$ cat config.mk
export PLATFORM = sky130hd
export DESIGN_NAME = hs_spi_txn_ctrl
export DESIGN_NICKNAME = d
export VERILOG_FILES = /design/src/rtl/hs_spi_pkg.sv /design/src/rtl/hs_spi_txn_ctrl_frame_issue.sv /design/src/rtl/hs_spi_txn_ctrl.sv
export SDC_FILE = /design/constraint.sdc
export NUM_CORES = 1
export LEC_CHECK = 0
export ABC_CLOCK_PERIOD_IN_PS = 2800
export CORE_AREA = 2 2 93 95
export CTS_CLUSTER_SIZE = 14
export DETAILED_ROUTE_END_ITERATION = 8
export DIE_AREA = 0 0 95 97
export PLACE_DENSITY = 0.84
export SYNTH_ARGS = -nofsm -noshare
export SYNTH_HDL_FRONTEND = slang
export SYNTH_SLANG_ARGS = --single-unit
$ cat constraint.sdc
create_clock -name clk -period 2.8 [get_ports clk]
set_input_delay 0.28 -clock clk [delete_from_list [all_inputs] [get_ports clk]]
set_output_delay 0.28 -clock clk [all_outputs]
set_load 0.01 [all_outputs]
$ cat src/rtl/hs_spi_pkg.sv
`default_nettype none
// ============================================================================
//  Module   : hs_spi_pkg
//  Purpose  : Shared types and helpers for the high-speed SPI transaction
//             sequencer: FSM state encoding, header field positions, header
//             builder and the busy-fall frame-end predicate.
//  Revision : 1.0 - initial release
// ============================================================================
package hs_spi_pkg;

    typedef enum logic [2:0] {
        IDLE      = 3'd0,
        HDR_LOAD  = 3'd1,
        HDR_WAIT  = 3'd2,
        GAP       = 3'd3,
        DATA_LOAD = 3'd4,
        DATA_WAIT = 3'd5,
        RESP      = 3'd6
    } state_t;

    // Widest frame the header builder supports; callers cast down to DW.
    localparam int HDR_MAX_W = 64;

    // Header fields are placed relative to the frame MSB so the layout holds
    // for any DW: wr sits at bit DW-WR_BIT_OFS, the address MSB at
    // bit DW-ADDR_MSB_OFS, and everything below the address is zero.
    localparam int WR_BIT_OFS   = 1;
    localparam int ADDR_MSB_OFS = 2;

    function automatic logic [HDR_MAX_W-1:0] make_header(
        input logic                 wr,
        input logic [HDR_MAX_W-1:0] addr,
        input int                   dw,
        input int                   aw
    );
        logic [HDR_MAX_W-1:0] hdr;
        hdr = '0;
        hdr[dw-WR_BIT_OFS] = wr;
        // Address LSB lands at dw-ADDR_MSB_OFS-(aw-1) = dw-1-aw.
        hdr = hdr | (addr << (dw - ADDR_MSB_OFS + 1 - aw));
        return hdr;
    endfunction

    // A frame has ended when busy was high last cycle and is low now.
    function automatic logic frame_end(input logic busy_q, input logic busy);
        return busy_q & ~busy;
    endfunction

endpackage
`default_nettype wire

$ cat src/rtl/hs_spi_txn_ctrl_frame_issue.sv
`default_nettype none
// ============================================================================
//  Module   : hs_spi_frame_issue
//  Purpose  : Issues one SPI frame to the master: presents load/data_in while
//             enabled, flags the accepted cycle (load & empty) and detects the
//             end of the frame from the falling edge of busy.
//  Ports    : clk, rst        - clock / synchronous active-high reset
//             load_en         - caller is in a load state
//             word            - frame word to present
//             spi_empty/busy  - master status
//             spi_load        - master load strobe
//             spi_data_in     - master data_in (zero when not loading)
//             accepted        - load taken by the master this cycle
//             frame_done      - busy fell this cycle
//  Revision : 1.0 - initial release
// ============================================================================
module hs_spi_frame_issue
    import hs_spi_pkg::*;
#(
    parameter int DW = 32
) (
    input  logic          clk,
    input  logic          rst,
    input  logic          load_en,
    input  logic [DW-1:0] word,
    input  logic          spi_empty,
    input  logic          spi_busy,
    output logic          spi_load,
    output logic [DW-1:0] spi_data_in,
    output logic          accepted,
    output logic          frame_done
);

    logic r_busy_q;

    always_ff @(posedge clk) begin
        if (rst) begin
            r_busy_q <= 1'b0;
        end else begin
            r_busy_q <= spi_busy;
        end
    end

    // Load stays up for the whole load state; the master only takes it on a
    // cycle where it reports empty, and the caller leaves the load state on
    // exactly that cycle, so a single frame is issued.
    assign spi_load    = load_en;
    assign spi_data_in = load_en ? word : '0;
    assign accepted    = load_en & spi_empty;
    assign frame_done  = frame_end(r_busy_q, spi_busy);

endmodule
`default_nettype wire

$ cat src/rtl/hs_spi_txn_ctrl.sv
`default_nettype none
// ============================================================================
//  Module   : hs_spi_txn_ctrl
//  Purpose  : Register read/write sequencer in front of the high-speed SPI
//             master. Each request becomes a header frame followed (after
//             GAP_CYCLES idle cycles) by a data frame; the word returned in
//             the data frame is reported on the response stream.
//  Ports    : clk, rst                          - clock / sync active-high reset
//             req_valid/ready/wr/addr/wdata     - request stream
//             rsp_valid/ready/rdata/err         - response stream
//             spi_load/empty/busy/data_in/out   - SPI master interface
//  Options  : HS_SPI_TXN_TIMEOUT_EN - per-frame watchdog of TIMEOUT cycles;
//             on expiry the response carries rsp_err=1 and rsp_rdata=0.
//  Revision : 1.0 - initial release
// ============================================================================
module hs_spi_txn_ctrl #(
    parameter int DW         = 32,
    parameter int AW         = 15,
    parameter int GAP_CYCLES = 4,
    parameter int TIMEOUT    = 1024
) (
    input  logic          clk,
    input  logic          rst,
    input  logic          req_valid,
    output logic          req_ready,
    input  logic          req_wr,
    input  logic [AW-1:0] req_addr,
    input  logic [DW-1:0] req_wdata,
    output logic          rsp_valid,
    input  logic          rsp_ready,
    output logic [DW-1:0] rsp_rdata,
    output logic          rsp_err,
    output logic          spi_load,
    input  logic          spi_empty,
    input  logic          spi_busy,
    output logic [DW-1:0] spi_data_in,
    input  logic [DW-1:0] spi_data_out
);

    import hs_spi_pkg::*;

    localparam int GW = (GAP_CYCLES > 1) ? $clog2(GAP_CYCLES) : 1;

    state_t        r_state;
    state_t        w_state_next;
    logic          r_wr;
    logic [AW-1:0] r_addr;
    logic [DW-1:0] r_wdata;
    logic [DW-1:0] r_rdata;
    logic          r_err;
    logic [GW-1:0] r_gap_cnt;

    logic          w_load_en;
    logic [DW-1:0] w_header;
    logic [DW-1:0] w_data_word;
    logic [DW-1:0] w_word;
    logic          w_accepted;
    logic          w_frame_done;
    logic          w_gap_last;
    logic          w_wd_expired;
    logic          w_abort;

    // ------------------------------------------------------------------
    // Frame words
    // ------------------------------------------------------------------
    assign w_header    = DW'(make_header(r_wr, HDR_MAX_W'(r_addr), DW, AW));
    assign w_data_word = r_wr ? r_wdata : '0;
    assign w_word      = (r_state == DATA_LOAD) ? w_data_word : w_header;
    assign w_load_en   = (r_state == HDR_LOAD) || (r_state == DATA_LOAD);
    assign w_gap_last  = (r_gap_cnt == GW'(GAP_CYCLES - 1));

    hs_spi_frame_issue #(
        .DW (DW)
    ) u_frame_issue (
        .clk         (clk),
        .rst         (rst),
        .load_en     (w_load_en),
        .word        (w_word),
        .spi_empty   (spi_empty),
        .spi_busy    (spi_busy),
        .spi_load    (spi_load),
        .spi_data_in (spi_data_in),
        .accepted    (w_accepted),
        .frame_done  (w_frame_done)
    );

    // ------------------------------------------------------------------
    // Watchdog
    // ------------------------------------------------------------------
`ifdef HS_SPI_TXN_TIMEOUT_EN
    localparam int WDW = (TIMEOUT > 1) ? $clog2(TIMEOUT) : 1;

    logic [WDW-1:0] r_wd_cnt;

    // Restarts on every state change, so each load/wait state gets its own
    // TIMEOUT-cycle budget measured from its entry cycle.
    always_ff @(posedge clk) begin
        if (rst || (w_state_next != r_state)) begin
            r_wd_cnt <= '0;
        end else begin
            r_wd_cnt <= r_wd_cnt + 1'b1;
        end
    end

    assign w_wd_expired = (r_wd_cnt == WDW'(TIMEOUT - 1));
`else
    logic w_unused_timeout;
    assign w_unused_timeout = (TIMEOUT > 0);
    assign w_wd_expired     = 1'b0;
`endif

    // ------------------------------------------------------------------
    // FSM
    // ------------------------------------------------------------------
    always_ff @(posedge clk) begin
        if (rst) begin
            r_state <= IDLE;
        end else begin
            r_state <= w_state_next;
        end
    end

    always_comb begin
        w_state_next = r_state;
        w_abort      = 1'b0;
        case (r_state)
            IDLE: begin
                if (req_valid) begin
                    w_state_next = HDR_LOAD;
                end
            end
            HDR_LOAD: begin
                if (w_accepted) begin
                    w_state_next = HDR_WAIT;
                end else if (w_wd_expired) begin
                    w_state_next = RESP;
                    w_abort      = 1'b1;
                end
            end
            HDR_WAIT: begin
                // The header's receive word carries nothing useful.
                if (w_frame_done) begin
                    w_state_next = (GAP_CYCLES == 0) ? DATA_LOAD : GAP;
                end else if (w_wd_expired) begin
                    w_state_next = RESP;
                    w_abort      = 1'b1;
                end
            end
            GAP: begin
                if (w_gap_last) begin
                    w_state_next = DATA_LOAD;
                end
            end
            DATA_LOAD: begin
                if (w_accepted) begin
                    w_state_next = DATA_WAIT;
                end else if (w_wd_expired) begin
                    w_state_next = RESP;
                    w_abort      = 1'b1;
                end
            end
            DATA_WAIT: begin
                if (w_frame_done) begin
                    w_state_next = RESP;
                end else if (w_wd_expired) begin
                    w_state_next = RESP;
                    w_abort      = 1'b1;
                end
            end
            RESP: begin
                if (rsp_ready) begin
                    w_state_next = IDLE;
                end
            end
            default: begin
                w_state_next = IDLE;
            end
        endcase
    end

    // ------------------------------------------------------------------
    // Datapath
    // ------------------------------------------------------------------
    always_ff @(posedge clk) begin
        if (rst) begin
            r_wr      <= 1'b0;
            r_addr    <= '0;
            r_wdata   <= '0;
            r_rdata   <= '0;
            r_err     <= 1'b0;
            r_gap_cnt <= '0;
        end else begin
            if ((r_state == IDLE) && req_valid) begin
                r_wr    <= req_wr;
                r_addr  <= req_addr;
                r_wdata <= req_wdata;
            end

            if (r_state == GAP) begin
                r_gap_cnt <= r_gap_cnt + 1'b1;
            end else begin
                r_gap_cnt <= '0;
            end

            // Master data_out is valid in the cycle busy falls.
            if ((r_state == DATA_WAIT) && w_frame_done) begin
                r_rdata <= r_wr ? '0 : spi_data_out;
                r_err   <= 1'b0;
            end else if (w_abort) begin
                r_rdata <= '0;
                r_err   <= 1'b1;
            end
        end
    end

    // req_ready is masked by rst so nothing is offered while reset is held.
    assign req_ready = (r_state == IDLE) & ~rst;
    assign rsp_valid = (r_state == RESP);
    assign rsp_rdata = r_rdata;
    assign rsp_err   = r_err;

endmodule
`default_nettype wire

==> results of run 1 <==
[power by group through the flow]
stage / Clock [W] / Sequential, W / Combinational (W)
2_1_floorplan: 0 / 0.00141 / 0.000482
3_3_place_gp: 0 / 0.00141 / 0.000705
3_5_place_dp: 0 / 0.00142 / 0.000719
4_1_cts: 0.000891 / 0.00139 / 0.000722
5_1_grt: 0.000946 / 0.00141 / 0.000798
6_report: 0.000871 / 0.00139 / 0.000719
[metal layers]
metal	GRT usage, %	vias up
li1	-	1837
met5	0	-
met1	28.69	1687
met2	35.68	137
met3	6.620	8
met4	7.358	0
[synthesized netlist by cell type, drive strengths merged, types with 2 or more instances]
cell and instances:
a21oi 97, and2 2, and3 16, buf 27
clkbuf 19, dfxtp 86, nand2 149, nand2b 4
nand3 15, nand3b 32, nor2 4, nor3 2
nor4 5, o21ai 2, or3 2
[area by class of cell]
| cell class | instances | area [um^2] |
|---|---|---|
| clock inverter | 5 | 60.06 |
| sequential | 86 | 1722 |
| fill | 686 | 2769 |
| multi-input combinational | 343 | 1707 |
| timing repair buffer | 162 | 1604 |
| tap | 105 | 131.4 |
| clock buffer | 10 | 137.6 |
| inverter | 1 | 3.754 |
[worst paths after layout]
kind,from,endpoint,slack [ns],cells after the start
worst max-delay path,r_state[2],spi_data_in[26],0.24,5
worst max register to register,r_state[2],rsp_rdata[19],0.83,5
worst min register to register,r_gap_cnt[0],r_gap_cnt[0],0.44,1
worst min-delay path,rst,r_wdata[18],0.35,2
[per-stage QoR]
step | setup WS [ns] | hold slack, ns | utilization [%]
after floorplan | 1.314 | 0.4044 | -
after global placement | 0.6359 | 0.4127 | 63.53
after detailed placement | 0.6029 | 0.4280 | 63.53
after CTS | 0.2279 | 0.3412 | 65.96
after global routing | 0.09575 | 0.3600 | 65.96
final | 0.2413 | 0.3517 | 65.96
[cells by family (layout without fill, tap and decap cells)]
kind of cell,after synthesis,in the layout,synth area share (%)
xor+xnor,1,1,0.2377
fa+ha+maj,1,1,0.3394
mux,1,1,0.2716
buf+inv,47,178,6.992
compound gates,103,103,14.29
flops,86,86,46.71
other cells,1,1,0.1017
simple gates,236,236,31.06
[registers in the layout, summed over array words and instances, names as in the netlist]
signal / flops
r_wr: 1
r_gap_cnt: 2
rsp_rdata: 32
r_wdata: 32
r_addr: 15
r_state: 3
u_frame_issue.r_busy_q: 1
==> results by stage, run 1 <==
Layout:
- The share of post-route cells with drive strength above 1 is 4.942%.
- The library cells used most frequently in the layout, excluding fill and tap cells, are sky130_fd_sc_hd__clkdlybuf4s50_1 (151), sky130_fd_sc_hd__nand2_1 (149), sky130_fd_sc_hd__a21oi_1 (97).
- For this run, the post-layout net count is 690.
- The number of antenna diodes is 0.
- The count of cells in the finished layout, fillers not included, comes to 712.
- The summed area of non-filler cells in the final layout is 0.005365 mm^2.
- Compared with the post-synthesis result, the final layout area differs by 45.55%.
- Leaving out fill and tap cells, the most frequent cell in the layout is sky130_fd_sc_hd__clkdlybuf4s50_1.

Yosys:
- After synthesis, the mean cell area works out to 7.744 um^2.
- The proportion of synthesized flip-flops having asynchronous set or reset is 0%.
- Synthesis produced a netlist with a net count of 563.
- The synthesized area is 0.003686 mm^2.
- The dominant synthesized flop cell is sky130_fd_sc_hd__dfxtp_1.
- Sorting the synthesized cells by area gives the leading types as sky130_fd_sc_hd__dfxtp_1 (47%), sky130_fd_sc_hd__nand2_1 (15%), sky130_fd_sc_hd__a21oi_1 (13%).
- For this run, the number of Yosys warnings is 0.
- The proportion of netlist area held by the largest area contributor is 46.71%.
- The biggest area contributor in the post-synthesis netlist is sky130_fd_sc_hd__dfxtp_1.
- In this run, synthesis inferred 0 flip-flops with an integrated enable.
- The number of register bits inferred by synthesis is 86.
- The share of the Yosys chip area taken by registers is 46.71%.
- The number of instances in the synthesized netlist is 476.
- The number of distinct library cell variants in the gate-level netlist after synthesis is 34.

Place:
- Summing all placed instances gives a cell area of 0.005167 mm^2.
- In this run, placement finished with an instance count of 697.
- Port buffering added 152 buffers.
- The weighted congestion at the end of routability-driven global placement is 0.7793.
- The half-perimeter wire length after placement is 6965 um.

Clock network:
- TritonCTS built the clock tree.
- In this run the post-CTS setup repair buffer count came out at 0.
- The clock tree root buffer cell is sky130_fd_sc_hd__clkbuf_8.
- The CTS H-tree depth is 3.
- The number of buffers created by CTS is 9.
- Buffers inserted to repair hold after CTS numbered 0.
- The clock transition at the registers of the reported paths is 0.08 ns.
- The buffer levels on the longest clock path is 2.
- The clock latency of the later-clocked register in the worst-skew pair is 0.35 ns.
- The number of sinks on the clock net is 86.
- Once the clock tree was built, the resizer swapped 0 gates to a different size.

Power:
- The share of total power dissipated in sequential elements is 46.7%.
- For this design the ratio of total power to cell area is 555.8 mW/mm^2.
- The completed layout was analyzed and its total power is 0.002982 W.
- The leakage power of the design is 1.873 nW.
- In this run the power spent charging and discharging nets is 0.0008989 W.
- The switching share of total power is 30.15%.
- The internal power summed over all cells is 0.002083 W.
- In this run, the clock network consumes 29.2% of the power.
- The relative contribution of combinational cells to total power is 24.1%.
- The largest vdd supply drop is 0.3772 mV.

Global routing:
- The global-route wire length before repair is 16550 um.
- Entering global routing, the biggest net connects 68 pins.
- The initial antenna violation count is 0.
- The aggregate global-route resource usage is 22.35%.
- The residual overflow from global routing is 0.
- The number of global-route vias before repair came to 3542.

Worst setup path:
- The kind of critical path is register to primary output.
- Walking the worst path, the cells encountered are and2_1 -> buf_12 -> nand3_1 -> a21oi_1 -> clkdlybuf4s50_1.
- Data on the critical path arrives at its endpoint at 2.28 ns.
- The worst setup path is launched from a register.
- The slowest cell on the critical path is sky130_fd_sc_hd__clkdlybuf4s50_1.
- At the worst endpoint, the required time is 2.52 ns.
- Grouping stages by cell kind, the critical path spends the most delay in buffers and inverters.
- The endpoint class of the critical path is a primary output.
- The largest driver fanout on the critical path is 25.
- The delay contributed by the slowest stage of the critical path is 0.58 ns.
- The number of buffers and inverters on the critical path is 2.

Route:
- The count of TritonRoute iterations in the first routing pass is 5.
- After the first detailed-routing iteration, the DRC count stood at 106.
- The detailed-route wire length per cell is 14.39 um.
- In the detailed route, the total length drawn on met2 is 4785 um.
- The per-cell via count in the routed design is 5.153.
- For this run, design rule violations remaining after detail routing come to 0.
- The via total after detailed routing is 3669.
- The wire length on met3 is 913 um.
- The total length of routed wires is 10250 um.
- Once detail routing completed, the nets flagged for antenna violations numbered 0.
- In this run the top signal layer used is met4.
- The routed length on met1 is 4452 um.

Timing:
- The final-report hold violation count is 0.
- The part of the cycle the worst path needs is 91.38%.
- In this run the tightest slew margin relative to its limit is 33.98%.
- The final sum of negative setup slack is 0 ns.
- Setup repair after global routing left no endpoint under its margin.
- The time the final worst path needs with I/O delays and setup is 2.559 ns.
- Setup violations remaining at the end of the flow were counted as 0.
- The number of pins exceeding their max-slew limit in the final report is 0.
- The peak clock frequency supported by timing is 390.8 MHz.
- The worst clock skew on the final layout is 0.006029 ns.
- The slew at the pin closest to its max-slew limit is 0.9903 ns.

Floorplanning:
- The area of the core is 0.008134 mm^2.
- The width of the die is 95 um.
- For this configuration, the core starts out at a cell density of 45.32%.
- The die area is 0.009215 mm^2.
- The I/O pin count is 154.
- Measured along the y axis, the die boundary spans 97 um.
- The standard-cell row count is 33.

Outcome:
- The flow ran to the end, and the final reports show no timing, DRC or antenna violations.

Flow run:
- The tool flagged a number of max-cap violations equal to 0.

Worst hold path:
- In this run the worst hold path is classified as primary input to register.
Power figures use the tool's default switching activity.
==> inputs of run 2 (changes only) <==
- ABC_AREA: not set -> 1
- CAP_MARGIN: not set -> 20
==> run 2 against run 1 <==
- sequential share of layout area hardly changed
- register-to-register slack worse by 0.02 ns
- non-clock buffer count is 6 lower
- clock skew is 0.00055 ns higher
- worst setup slack worse by 0.062 ns
- largest cell class unchanged
==> results by stage, run 2 <==
Outcome:
- The run finished with clean final reports.

Worst setup path:
- The buffers plus inverters on the worst setup path is 2 (unchanged).
- The data required time of the critical path is 2.52 ns (about the same).
- The kind of critical path is register to primary output.
- Walking the worst path, the cells encountered are nor2_8 -> nand2_4 -> nor2_8 -> inv_2 -> nor2_2 -> clkdlybuf4s50_1.
- The slowest cell on the critical path is sky130_fd_sc_hd__clkdlybuf4s50_1.
- The cell count along the critical path is 6 (+1).
- The largest driver fanout on the critical path is 17 (-32%).
- STA classifies the critical path endpoint as a primary output.
- The arrival time of the worst setup path is 2.34 ns (+0.06 ns).
- The cell family with the largest share of critical-path delay is simple AND/OR/NAND/NOR gates.
- The sort of element at the start of the critical path is a register.
- The cell count of the worst reg-to-reg path is 4 (-1).
- The delay contributed by the slowest stage of the critical path is 0.56 ns (-0.02 ns).
- The most numerous cell type found on the critical path is sky130_fd_sc_hd__nor2_8.

Route:
- The detailed-route wire length per cell is 13.23 um (-8.0%).
- The DRC violation total after the first TritonRoute iteration came to 134 (+26%).
- The number of remaining DRC errors is 0 (unchanged).
- The per-cell via count in the routed design is 4.993 (-3.1%).
- The residual antenna-violating net count after detailed routing is 0 (unchanged).
- The count of TritonRoute iterations in the first routing pass is 4 (-1).
- The via total after detailed routing was 3655 (-0.38%).
- The total length of routed wires is 9687 um (-5.5%).

Yosys:
- The synthesis warning total was 0 (unchanged).
- The proportion of netlist area held by the largest area contributor is 46.25% (-0.46 points).
- The synthesized area is 0.003722 mm^2 (+0.98%).
- The post-synthesis compound-gate area fraction came to 20.30% (+6.0 points).
- The number of register bits inferred by synthesis is 86 (unchanged).
- The fraction of synthesized area in multiplexers is 0% (-0.27 points).
- In the synthesized netlist the dominant register cell turns out to be sky130_fd_sc_hd__dfxtp_1.
- The largest total area in the synthesized netlist belongs to sky130_fd_sc_hd__dfxtp_1.
- The proportion of synthesized flip-flops having asynchronous set or reset is 0% (unchanged).
- The net count after synthesis was 580 (+3.0%).
- After synthesis, the most frequently instantiated cells are sky130_fd_sc_hd__a21oi_1 (93), sky130_fd_sc_hd__dfxtp_1 (86), sky130_fd_sc_hd__nand2_1 (76), sky130_fd_sc_hd__inv_1 (58).
- The average cell area after synthesis is 7.550 um^2 (-2.5%).
- By instance count, the leading cell after synthesis is sky130_fd_sc_hd__a21oi_1.
- The XOR/XNOR share of the synthesized area is 0% (-0.24 points).
- By area the synthesized netlist is led by sky130_fd_sc_hd__dfxtp_1 (46%), sky130_fd_sc_hd__a21oi_1 (13%), sky130_fd_sc_hd__nand2_1 (7.7%).
- The adder-cell area share of the yosys netlist came to 0.3361% (-0.0033 points).
- The share of synthesized cell area in and, or, nand and nor gates is 19.60% (-11 points).
- The number of flops mapped to enable cells by yosys is 0 (unchanged).
- The share of the yosys chip area belonging to registers came to 46.25% (-0.46 points).
- The number of distinct library cell variants in the gate-level netlist after synthesis is 29 (-15%).
- The number of instances in the synthesized netlist is 493 (+3.6%).
- The dominant combinational cell family by area after synthesis is compound AO/OA/AOI/OAI gates.

Worst hold path:
- The worst min-delay path category is register to register.
- The number of cells traversed by the worst hold path is 1 (-1).

Clock network:
- The number of sinks on the clock net is 86 (unchanged).
- CTS placed an instance of sky130_fd_sc_hd__clkbuf_8 at the clock tree root.
- The clock transition at the registers of the reported paths is 0.08 ns (about the same).
- The buffers inserted during post-CTS setup optimization is 0 (unchanged).
- The buffer levels on the longest clock path is 2 (unchanged).
- The clock latency of the later-clocked register in the worst-skew pair is 0.34 ns (about the same).
- The TritonCTS clock tree is built.
- The CTS H-tree depth is 3 (unchanged).
- The number of buffers created by CTS came to 9 (unchanged).

Layout:
- The filler cell count is 700 (+2.0%).
- The footprint of the multi-input gates came to 0.001504 mm^2 (-12%).
- The most common library cell in the layout ignoring fill and taps is sky130_fd_sc_hd__clkdlybuf4s50_1.
- Leaving out fill and tap cells, the most frequent cells in the layout are sky130_fd_sc_hd__clkdlybuf4s50_1 (152), sky130_fd_sc_hd__a21oi_1 (93), sky130_fd_sc_hd__dfxtp_1 (86).
- The area added between synthesis and finish is 43.93%.
- The register cell area after layout is 0.001722 mm^2 (unchanged).
- The net total in the final layout is 711 (+3.0%).
- The number of antenna diodes came to 0 (unchanged).
- The share of post-route cells with drive strength above 1 is 5.582% (+0.64 points).

Global routing:
- The pin count of the biggest net entering global routing is 97 (+43%).
- The initial antenna violation count came to 0 (unchanged).
- The residual overflow from global routing is 0 (unchanged).
- The met3 track utilization from global routing is 5.607% (-1.0 points).
- The fraction of met2 tracks used by global routing is 35.02% (-0.65 points).
- The number of global-route vias before repair is 3390 (-4.3%).
- The global-route wire length before repair is 15640 um (-5.5%).
- The aggregate global-route resource usage is 21.13% (-1.2 points).
- The met1 capacity usage during global routing is 25.83% (-2.9 points).
- After global routing, the most crowded layer is met2.

Timing:
- The peak clock frequency supported by timing came to 381.5 MHz (-2.4%).
- The time the final worst path needs with I/O delays and setup is 2.621 ns (+0.06238 ns).
- The count of endpoints failing setup in the final report is 0 (unchanged).
- The worst clock skew on the final layout is 0.006577 ns (+0.0005476 ns).
- The final sum of negative setup slack came to 0 ns (unchanged).
- The final-report hold violation count is 0 (unchanged).
- The number of pins exceeding their max-slew limit in the final report is 0 (unchanged).
- The remaining max-slew budget at the tightest pin is 41.67% (+7.7 points).
- The final worst setup slack was 0.1789 ns (-0.06238 ns).
- The part of the cycle the worst path needs is 93.61% (+2.2 points).
- Setup repair after global routing left no endpoint under its margin.
- The slew at the pin closest to its max-slew limit is 0.8750 ns (-0.1152 ns).

Power:
- The largest vdd supply drop is 0.3472 mV (-8.0%).
- The cell area power density came to 656.6 mW/mm^2 (+18%).
- The leakage power of the design came to 1.975 nW (+5.4%).

Place:
- The weighted congestion at the end of routability-driven global placement came to 0.9295 (+19%).
- The half-perimeter wire length after placement is 6919 um (-0.65%).
- The count of buffers inserted at the top-level ports is 152 (unchanged).
- The pre-CTS setup slack came to 0.4691 ns (-0.1338 ns).

Floorplanning:
- The I/O pin count was 154 (unchanged).
- The standard-cell row count was 33 (unchanged).
- The overall die height is 97 um (unchanged).
- The width of the die was 95 um (unchanged).
- The die area is 0.009215 mm^2 (unchanged).
- The area of the core is 0.008134 mm^2 (unchanged).
- The initial cell density of the core is 45.76% (+0.45 points).

Flow run:
- The number of violations of the max-capacitance limit is 0 (unchanged).
-- run 2: cell types whose count changed in the layout (fill, tap and decap cells not counted), moves of 6 or more --
| cell | change |
|---|---|
| sky130_fd_sc_hd__nand2_1 | -74 |
| sky130_fd_sc_hd__inv_1 | +57 |
| sky130_fd_sc_hd__o21ai_0 | +39 |
| sky130_fd_sc_hd__nand3b_1 | -32 |
| sky130_fd_sc_hd__nand3_1 | +26 |
| sky130_fd_sc_hd__nor2_1 | +21 |
| sky130_fd_sc_hd__and3_1 | -15 |
| sky130_fd_sc_hd__o21ai_1 | +11 |
| sky130_fd_sc_hd__nor2_2 | +6 |
-- run 2: final timing paths --
kind | from | end | slack [ns]
worst max register to register | r_state[1] | r_wdata[19] | 0.81
worst max-delay path | r_state[1] | spi_data_in[3] | 0.18
worst min-delay path | r_gap_cnt[0] | r_gap_cnt[0] | 0.43
worst min register to register | r_gap_cnt[0] | r_gap_cnt[0] | 0.43
-- run 2: cell families (layout without fill, tap and decap cells) --
family	Yosys count	after routing
AOI/OAI and AO/OA	149	149
adders and majority gates	1	1
buffers and inverters	99	233
DFF	86	86
other	1	1
and+or+nand+nor	157	157
-- run 2: worst register-to-register path: stages, from the launching register on --
cell and delay [ns]:
sky130_fd_sc_hd__dfxtp_1 0.45, sky130_fd_sc_hd__nor2_8 0.21, sky130_fd_sc_hd__nand3_4 0.62, sky130_fd_sc_hd__o21ai_0 0.49, sky130_fd_sc_hd__a21oi_1 0.08
-- run 2: final cells by class --
class	instances	area share, %
repair buffers	156	28.96
clock inverters	4	1.355
well taps	105	2.452
flip-flops and latches	86	32.13
multi-input cells	308	28.07
clock buffers	10	2.569
inverters	63	4.461
-- run 2: metal layers --
| metal | routed length, um | part of all wire, % | vias up |
|---|---|---|---|
| met4 | 184 | 1.9 | 0 |
| li1 | - | - | 1861 |
| met3 | 892 | 9.2 | 18 |
| met2 | 4450 | 46 | 153 |
| met1 | 4160 | 43 | 1623 |
| met5 | 0 | 0 | - |
-- run 2: repair_timing --
action	in CTS	in global routing
gates resized for setup	0	1
endpoints found under the setup margin	0	15
hold buffers	0	0
-- run 2: stage by stage --
stage,power (W),instance area (um^2),hold slack (ns),cells,util [%]
3_3_place_gp,0.002582,5145,0.4147,718,63.25
6_report,0.003518,5358,0.4330,732,65.87
2_1_floorplan,0.002313,3722,0.4044,493,-
4_1_cts,0.003544,5355,0.4420,732,65.84
5_1_grt,0.003756,5358,0.4574,732,65.87
3_5_place_dp,0.002615,5145,0.4307,718,63.25
-- run 2: where the power goes --
group          internal (W)  switching (W)
Sequential          0.00144       0.000138
Combinational      0.000417       0.000593
Clock              0.000516       0.000414
Total               0.00237        0.00114
==> inputs of run 3 (changes only) <==
==> constraint.sdc (replaced) <==
create_clock -name clk -period 2.8 [get_ports clk]
set_input_delay 0.42 -clock clk [delete_from_list [all_inputs] [get_ports clk]]
set_output_delay 0.42 -clock clk [all_outputs]
set_load 0.01 [all_outputs]
==> run 3 against run 2 <==
- flip-flop and latch count unchanged
- final area up 0.63%
- worst hold slack better by 0.0031 ns
- die area unchanged
- register-to-register slack better by 0.25 ns
- critical path depth unchanged
- global-route usage about the same
- non-clock buffer count up 4
- via count down 0.66%
- core utilization up 0.42 points
- clock-buffer cell count up 1
- critical path type unchanged
- critical endpoint is now spi_data_in[2]
- largest power group unchanged
==> results by stage, run 3 (same netlist as run 2, synthesis figures left out) <==
Layout:
- The post-route non-filler standard cell count is 738 (+0.82%).
- The final cell utilization of the core is 66.28% (+0.42 points).
- The share of post-route cells with drive strength above 1 is 6.635% (+1.1 points).
- The net total in the final layout is 716 (+0.70%).
- The area added between synthesis and finish is 44.84%.
- The most common library cell in the layout ignoring fill and taps is sky130_fd_sc_hd__clkdlybuf4s50_1.
- In the layout the commonest cells are sky130_fd_sc_hd__clkdlybuf4s50_1 (152), sky130_fd_sc_hd__a21oi_1 (93), sky130_fd_sc_hd__dfxtp_1 (83).
- The number of antenna diodes is 0 (unchanged).

Power:
- The leakage power of the design is 1.990 nW (+0.76%).
- The largest vdd supply drop is 0.3044 mV (-12%).
- The cell area power density came to 645.6 mW/mm^2 (-1.7%).

Floorplanning:
- The standard-cell row count was 33 (unchanged).
- The die area is 0.009215 mm^2 (unchanged).
- The I/O pin count was 154 (unchanged).
- The area of the core is 0.008134 mm^2 (unchanged).
- The initial cell density of the core is 45.76% (unchanged).
- The overall die height is 97 um (unchanged).
- The width of the die is 95 um (unchanged).

Clock network:
- The clock tree root buffer cell is sky130_fd_sc_hd__clkbuf_8.
- The buffer levels on the longest clock path was 2 (unchanged).
- The clock latency of the later-clocked register in the worst-skew pair is 0.34 ns (about the same).
- The number of buffers created by CTS came to 9 (unchanged).
- The TritonCTS clock tree is built.
- The CTS H-tree depth was 3 (unchanged).
- The clock transition at the registers of the reported paths came to 0.08 ns (about the same).
- The number of sinks on the clock net came to 86 (unchanged).

Timing:
- The number of pins exceeding their max-slew limit in the final report is 0 (unchanged).
- The peak clock frequency supported by timing is 384.8 MHz (+0.87%).
- The count of endpoints failing setup in the final report is 0 (unchanged).
- The remaining max-slew budget at the tightest pin is 64.90% (+23 points).
- The slew at the pin closest to its max-slew limit came to 0.5265 ns (-0.3486 ns).
- Setup repair after global routing left no endpoint under its margin.
- The final worst setup slack is 0.2015 ns (+0.02255 ns).
- The part of the cycle the worst path needs is 92.81% (-0.81 points).
- The final sum of negative setup slack is 0 ns (unchanged).
- The worst clock skew on the final layout is 0.01069 ns (+0.004111 ns).
- The time the final worst path needs with I/O delays and setup is 2.599 ns (-0.02255 ns).
- The final-report hold violation count came to 0 (unchanged).

Route:
- The DRC violation total after the first TritonRoute iteration is 115 (-14%).
- The residual antenna-violating net count after detailed routing is 0 (unchanged).
- The number of remaining DRC errors came to 0 (unchanged).
- The detailed-route wire length per cell is 13.23 um (about the same).
- The per-cell via count in the routed design is 4.920 (-1.5%).
- The via total after detailed routing is 3631 (-0.66%).
- The count of TritonRoute iterations in the first routing pass is 4 (unchanged).
- The total length of routed wires is 9761 um (+0.76%).

Place:
- The weighted congestion at the end of routability-driven global placement came to 0.9425 (+1.4%).
- The placed cell count was 722 (+0.56%).
- The half-perimeter wire length after placement was 7185 um (+3.8%).
- The count of buffers inserted at the top-level ports was 152 (unchanged).
- The pre-CTS setup slack is 0.3992 ns (-0.06989 ns).

Worst setup path:
- The signal on the critical path passes through nor2_8 -> nand2_4 -> nor2_8 -> inv_2 -> nor2_1 -> clkdlybuf4s50_1.
- The endpoint class of the critical path is a primary output.
- Among all stages on the critical path, the largest delay is contributed by sky130_fd_sc_hd__clkdlybuf4s50_1.
- The sort of element at the start of the critical path is a register.
- The delay contributed by the slowest stage of the critical path is 0.55 ns (about the same).
- The arrival time of the worst setup path is 2.18 ns (-0.16 ns).
- The critical path is of the register to primary output type.
- The largest driver fanout on the critical path was 18 (+1).
- The dominant cell type by count on the critical path is sky130_fd_sc_hd__nor2_8.
- The data required time of the critical path is 2.38 ns (-0.14 ns).

Global routing:
- The initial antenna violation count was 0 (unchanged).
- The residual overflow from global routing came to 0 (unchanged).
- The aggregate global-route resource usage is 21.11% (-0.024 points).
- The pin count of the biggest net entering global routing was 52 (-46%).
- The number of global-route vias before repair is 3461 (+2.1%).
- The global-route wire length before repair is 15570 um (-0.44%).

Worst hold path:
- The worst min-delay path category is register to register.

Flow run:
- The number of violations of the max-capacitance limit is 0 (unchanged).

Outcome:
- The run finished with clean final reports.
run 3: final timing paths:
path | slack, ns | cells after the start | to | startpoint
worst min register to register | 0.44 | 1 | r_gap_cnt[0] | r_gap_cnt[0]
worst max-delay path | 0.20 | 6 | spi_data_in[2] | r_state[1]
worst min-delay path | 0.44 | 1 | r_gap_cnt[0] | r_gap_cnt[0]
worst max register to register | 1.06 | 5 | r_wdata[7] | r_state[1]
run 3: critical path: cells and delay by family, from the launching register on:
kind	cells	cell delay, ns
buffers and inverters	2	0.72
DFF	1	0.40
and+or+nand+nor	4	0.70
run 3: power breakdown:
group          switching, W  total (W)  internal, W
registers          0.000145    0.00159      0.00144
logic              0.000620    0.00107     0.000446
clock network      0.000399   0.000828     0.000429
total               0.00116    0.00348      0.00232
run 3: stage by stage:
stage          total power, W  instance area (um^2)  hold WS (ns)
5_1_grt              0.003732                  5391        0.4588
6_report             0.003481                  5391        0.4361
2_1_floorplan        0.002313                  3722        0.4044
3_5_place_dp         0.002660                  5187        0.4246
3_3_place_gp         0.002619                  5187        0.4143
4_1_cts              0.003495                  5376        0.4365
run 3: metal layers:
layer	wire, um	up-vias	track usage [%]
met5	0	-	0
met3	802	13	6.075
li1	-	1866	-
met4	167	0	8.138
met2	4592	146	35.13
met1	4200	1606	25.43
run 3: final cells by class:
type | count | area (um^2)
Timing Repair Buffer | 160 | 1594
Tap cell | 105 | 131.4
Multi-Input combinational cell | 309 | 1513
Sequential cell | 86 | 1725
Clock inverter | 4 | 47.55
Inverter | 63 | 239.0
Fill cell | 681 | 2743
Clock buffer | 11 | 141.4
run 3: timing repair:
action	4_1_cts	5_1_grt
endpoints found under the setup margin	0	31
gates resized for setup	0	3
buffers inserted	0	0
hold buffers	0	0
